==> src/rtl/and_tx_pkg.sv <==
// Shared types and constants for the AND-result UART transmitter.
package and_tx_pkg;

  typedef enum logic [2:0] {
    IDLE,
    START,
    DATA,
    PARITY,
    STOP
  } tx_state_t;

  localparam int unsigned DATA_BITS   = 8;
  localparam logic        IDLE_LEVEL  = 1'b1;
  localparam logic        START_LEVEL = 1'b0;

  function automatic logic even_parity(input logic [DATA_BITS-1:0] d);
    return ^d;
  endfunction

endpackage

==> src/rtl/and_result_uart_tx_fifo.sv <==
// Synchronous circular FIFO with first-word fall-through read data.
module sync_fifo #(
  parameter int WIDTH = 8,
  parameter int DEPTH = 4
) (
  input  logic                       clk,
  input  logic                       reset,
  input  logic                       push,
  input  logic                       pop,
  input  logic [WIDTH-1:0]           wdata,
  output logic [WIDTH-1:0]           rdata,
  output logic [$clog2(DEPTH+1)-1:0] count,
  output logic                       full,
  output logic                       empty
);

  localparam int PW = $clog2(DEPTH);
  localparam int CW = $clog2(DEPTH+1);

  logic [WIDTH-1:0] mem [DEPTH];
  logic [PW-1:0]    wptr;
  logic [PW-1:0]    rptr;
  logic             push_ok;
  logic             pop_ok;

  assign full    = (count == CW'(DEPTH));
  assign empty   = (count == '0);
  assign push_ok = push && !full;
  assign pop_ok  = pop && !empty;
  assign rdata   = mem[rptr];

  always_ff @(posedge clk) begin
    if (push_ok) mem[wptr] <= wdata;
  end

  always_ff @(posedge clk) begin
    if (reset) begin
      wptr  <= '0;
      rptr  <= '0;
      count <= '0;
    end else begin
      if (push_ok) wptr <= wptr + PW'(1);
      if (pop_ok)  rptr <= rptr + PW'(1);
      case ({push_ok, pop_ok})
        2'b10:   count <= count + CW'(1);
        2'b01:   count <= count - CW'(1);
        default: count <= count;
      endcase
    end
  end

endmodule

==> src/rtl/and_result_uart_tx.sv <==
// Buffers AND-stage result bytes and serialises them as UART frames on tx.
// Define AND_RESULT_UART_TX_PARITY_EN to insert an even-parity bit before stop.
module and_result_uart_tx
  import and_tx_pkg::*;
#(
  parameter int DEPTH        = 4,
  parameter int CLKS_PER_BIT = 4
) (
  input  logic                       clk,
  input  logic                       reset,
  input  logic                       ena,
  input  logic [7:0]                 in_data,
  input  logic                       in_valid,
  output logic                       in_ready,
  output logic                       tx,
  output logic                       tx_busy,
  output logic [$clog2(DEPTH+1)-1:0] fifo_count
);

  localparam int BW = (CLKS_PER_BIT > 1) ? $clog2(CLKS_PER_BIT) : 1;
  localparam logic [BW-1:0] LAST_TICK = BW'(CLKS_PER_BIT - 1);
  localparam logic [2:0]    LAST_BIT  = 3'(DATA_BITS - 1);

  tx_state_t      state, state_n;
  logic [BW-1:0]  baud, baud_n;
  logic [2:0]     bit_idx, bit_idx_n;
  logic [7:0]     shift, shift_n;
  logic           tx_q, tx_n;
  logic           push, pop, full, empty, bit_end;
  logic [7:0]     head;
`ifdef AND_RESULT_UART_TX_PARITY_EN
  logic           par, par_n;
`endif

  sync_fifo #(
    .WIDTH(DATA_BITS),
    .DEPTH(DEPTH)
  ) u_fifo (
    .clk   (clk),
    .reset (reset),
    .push  (push),
    .pop   (pop),
    .wdata (in_data),
    .rdata (head),
    .count (fifo_count),
    .full  (full),
    .empty (empty)
  );

  assign in_ready = ena && !full;
  assign push     = in_valid && in_ready;
  assign tx       = tx_q;
  assign tx_busy  = (state != IDLE);
  assign bit_end  = (baud == LAST_TICK);

  always_comb begin
    state_n   = state;
    baud_n    = baud;
    bit_idx_n = bit_idx;
    shift_n   = shift;
    tx_n      = tx_q;
    pop       = 1'b0;
`ifdef AND_RESULT_UART_TX_PARITY_EN
    par_n     = par;
`endif
    if (ena) begin
      case (state)
        IDLE: begin
          baud_n = '0;
          if (!empty) begin
            pop       = 1'b1;
            shift_n   = head;
            bit_idx_n = '0;
            state_n   = START;
`ifdef AND_RESULT_UART_TX_PARITY_EN
            par_n     = even_parity(head);
`endif
          end
        end
        START: begin
          if (bit_end) begin
            baud_n    = '0;
            bit_idx_n = '0;
            state_n   = DATA;
          end else begin
            baud_n = baud + BW'(1);
          end
        end
        DATA: begin
          if (bit_end) begin
            baud_n    = '0;
            shift_n   = shift >> 1;
            bit_idx_n = bit_idx + 3'd1;
            if (bit_idx == LAST_BIT) begin
`ifdef AND_RESULT_UART_TX_PARITY_EN
              state_n = PARITY;
`else
              state_n = STOP;
`endif
            end
          end else begin
            baud_n = baud + BW'(1);
          end
        end
`ifdef AND_RESULT_UART_TX_PARITY_EN
        PARITY: begin
          if (bit_end) begin
            baud_n  = '0;
            state_n = STOP;
          end else begin
            baud_n = baud + BW'(1);
          end
        end
`endif
        STOP: begin
          if (bit_end) begin
            baud_n  = '0;
            state_n = IDLE;
          end else begin
            baud_n = baud + BW'(1);
          end
        end
        default: begin
          baud_n  = '0;
          state_n = IDLE;
        end
      endcase

      // tx is registered, so it is derived from the state being entered
      case (state_n)
        START:   tx_n = START_LEVEL;
        DATA:    tx_n = shift_n[0];
`ifdef AND_RESULT_UART_TX_PARITY_EN
        PARITY:  tx_n = par_n;
`endif
        default: tx_n = IDLE_LEVEL;
      endcase
    end
  end

  always_ff @(posedge clk) begin
    if (reset) begin
      state   <= IDLE;
      baud    <= '0;
      bit_idx <= '0;
      shift   <= '0;
      tx_q    <= IDLE_LEVEL;
`ifdef AND_RESULT_UART_TX_PARITY_EN
      par     <= 1'b0;
`endif
    end else begin
      state   <= state_n;
      baud    <= baud_n;
      bit_idx <= bit_idx_n;
      shift   <= shift_n;
      tx_q    <= tx_n;
`ifdef AND_RESULT_UART_TX_PARITY_EN
      par     <= par_n;
`endif
    end
  end

endmodule

==> config.mk <==
export PLATFORM = sky130hd
export DESIGN_NAME = and_result_uart_tx
export DESIGN_NICKNAME = d
export VERILOG_FILES = /design/src/rtl/and_tx_pkg.sv /design/src/rtl/and_result_uart_tx_fifo.sv /design/src/rtl/and_result_uart_tx.sv
export SDC_FILE = /design/constraint.sdc
export NUM_CORES = 1
export LEC_CHECK = 0
export CAP_MARGIN = 10
export CORE_MARGIN = 4
export CORE_UTILIZATION = 58
export DETAILED_ROUTE_END_ITERATION = 8
export PLACE_DENSITY = 0.79
export SYNTH_ARGS = -nofsm -noshare
export SYNTH_HDL_FRONTEND = slang
export SYNTH_HIERARCHICAL = 1
export SYNTH_SLANG_ARGS = --single-unit
export TNS_END_PERCENT = 1
==> constraint.sdc <==
create_clock -name clk -period 2.9 [get_ports clk]
set_input_delay 0.58 -clock clk [delete_from_list [all_inputs] [get_ports clk]]
set_output_delay 0.58 -clock clk [all_outputs]
set_load 0.05 [all_outputs]
==> impl_results.md <==
* Total Wirelength at 4950 um
* Fin. Hold Viols at 0
* GRT Overall Usage at 20.8%
* Reg clk slew, reported paths at 0.07 ns
* Synth top area share at 37.1%
* CP Max Fanout at 7
* Clock tree buffer depth at 2
* Least-Margin Pin Slew at 0.683 ns
* LEAKAGE at 1.04 nW
* Tcrit/Tclk final at 94.1%
* Routed len/inst at 17.6 um
* Library cells used by synthesis at 45
* Unrepaired setup endpoints after global routing: false
* Final ANT Viol Nets at 0
* Layout area overhead at 17.0%
* Top_reg_cell synth: edfxtp_1
* Clk root buf: clkbuf_8
* Setup TNS at 0 ns
* CP max stage cell: or3_1
* Most common cell after layout, fill and taps aside: edfxtp_1
* Seq/Total Area, Yosys at 57.2%
* Die X-Extent at 74.8 um
* Max-cap violations at 0
* Synth Area per Inst at 13.0 um^2
* Filler Cell Count at 301
* Most frequent cells in the layout: 32 x edfxtp_1, 26 x dfxtp_1, 17 x nor2_1
* Final setup vio count at 0
* CTS tree: yes
* CP Capture Type: register
* Slew HR at 54.3%
* Io pins at 18
* Setup Buffers After CTS at 0
* Worst flop-to-flop path startpoint: state[2]
* Async set-reset flop share out of synthesis at 0%
* Worst vdd ir at 0.621 mV
* HPWL Detailed at 3370 um
* CP startpoint kind: register
* # nets final at 247
* N_diodes at 0
* Crit Path Class: reg2reg
* Layout cells sized above 1 at 21.3%
* PD cells at 627 nW/um^2
* Initial DRC Count at 156
* Final Max Slew Viols at 0
* Post-Syn Instances at 199
* Drt drc at 0
* Clock Sinks at 58
* Die height at 74.8 um
* Routed vias at 1681
* CP startpoint: state[2]
* DR vias/cell at 5.96
* CTS Buf Count at 9
* Min-Delay Startpoint: baud[1]
* Minimum clock period at 2.73 ns
* Fmax at 366 MHz
* Site Rows at 24
* Yosys reg bits at 58
* CP max stage delay at 0.49 ns
* Area contributors post-synth: edfxtp_1 37%, dfxtp_1 20%, mux4_2 7.0%, ha_1 3.9%, nor2_1 2.6%
* Number of H-tree levels at 3
* Post-synth EDFFs at 32
* DRT Pass-1 Iters at 4
* Die ar. at 5600 um^2
* Core area at 4350 um^2
* HP Class: reg2reg
* Port buffer count at 17
* Vias in the first global route at 1712
* Tot Pwr at 1.90 mW
* Clock Skews at 0.00569 ns
* Antenna violations before repair at 0
* Cts hold-fix bufs at 0
* Syn nets at 220
* Crit path DAT at 2.99 ns
* Largest area contributor in the netlist: edfxtp_1
* Mapped Area at 2590 um^2
* Initial Utilization at 59.5%
* Clk_lat worst skew at 0.34 ns
* Status: completed
* CP Cell Sequence: or3_1 > nor3_2 > o31ai_1 > inv_1 > ha_1 > inv_1 > fa_1 > xor2_1 > or3_1 > a21oi_1
* Largest net degree at the start of global routing at 20
* Yosys warnings at 6
* Gpl congestion at 0.800
* First-pass GRT wire length at 8230 um
* Critical path required time at 3.16 ns
* Global route total overflow at 0
## sequential cells by signal, summed over array words and instances (netlist names), named ones only
register,count
bit_idx,3
baud,2
u_fifo/rptr,2
tx,1
shift,8
u_fifo/wptr,2
u_fifo/count,3
state,3
u_fifo/mem,32
## final cells by class
type                            count  area [um^2]  area share, %
Sequential cell                    58         1480           48.8
Multi-Input combinational cell    119          991           32.7
Clock buffer                        9          124           4.08
Clock inverter                      6         82.6           2.72
Inverter                           13         48.8           1.61
Tap cell                           52         65.1           2.15
Timing Repair Buffer               25          240           7.92
## path summary, 6_finish.rpt
kind,slack [ns],end,cells after the start
worst max-delay path,0.17,u_fifo/count[2],10
worst min-delay path,0.49,baud[1],2
worst max register to register,0.17,u_fifo/count[2],10
worst min register to register,0.49,baud[1],2
## per-stage QoR
step	hold slack (ns)	util (%)	std cells	cell area, um^2	setup WS [ns]
2_1_floorplan	0.444	-	199	2590	0.0438
3_3_place_gp	0.455	64.8	267	2820	0.0685
3_5_place_dp	0.474	64.8	267	2820	-0.0521
4_1_cts	0.486	69.5	282	3030	0.109
5_1_grt	0.507	69.7	282	3030	0.0935
6_report	0.487	69.7	282	3030	0.171
## worst max-delay path, delay by kind of cell (launching register included)
family | cells | cell delay, ns
AOI/OAI and AO/OA | 2 | 0.28
xor gates and xnor gates | 1 | 0.18
adders and majority gates | 2 | 0.60
buffers and inverters | 2 | 0.18
DFF | 1 | 0.38
and+or+nand+nor | 3 | 1.01
## cell usage after synthesis (3+ instances only)
| cell type | instances |
|---|---|
| dfxtp_1 | 26 |
| a22oi_1 | 7 |
| xor2_1 | 4 |
| nand2_1 | 4 |
| or3_1 | 4 |
| mux4_2 | 8 |
| nor3_1 | 4 |
| nand3_1 | 3 |
| edfxtp_1 | 32 |
| and2_1 | 5 |
| a211oi_1 | 5 |
| nor2_1 | 18 |
| a211oi_2 | 3 |
| a21oi_1 | 12 |
| o21ai_0 | 7 |
| ha_1 | 8 |
| buf_6 | 3 |
| inv_1 | 12 |
| nand2b_1 | 4 |
## routing by layer
metal	global-route usage [%]	wire (um)	vias up
met4	10.5	102	0
met1	24.3	2000	843
met3	6.54	182	10
met5	0	0	-
met2	34.5	2670	31
li1	-	-	797
## timing repair
action | 4_1_cts | 5_1_grt
gates resized for setup | 0 | 1
hold endpoints to repair | 0 | 0
endpoints found under the setup margin | 0 | 1
## kinds of logic after synthesis
group,Yosys count,share of synthesized area [%]
AOI/OAI and AO/OA,43,12.6
xor gates and xnor gates,5,1.69
adders and majority gates,9,4.64
and+or+nand+nor,52,11.3
muxes,10,7.73
buffers and inverters,22,4.88
DFF,58,57.2
## report_power, final
group	total (mW)	internal [mW]	switching, mW
Clock	0.782	0.473	0.308
Combinational	0.208	0.0883	0.120
Sequential	0.913	0.894	0.0190
Note: power is estimated with default switching activity, not from simulation.
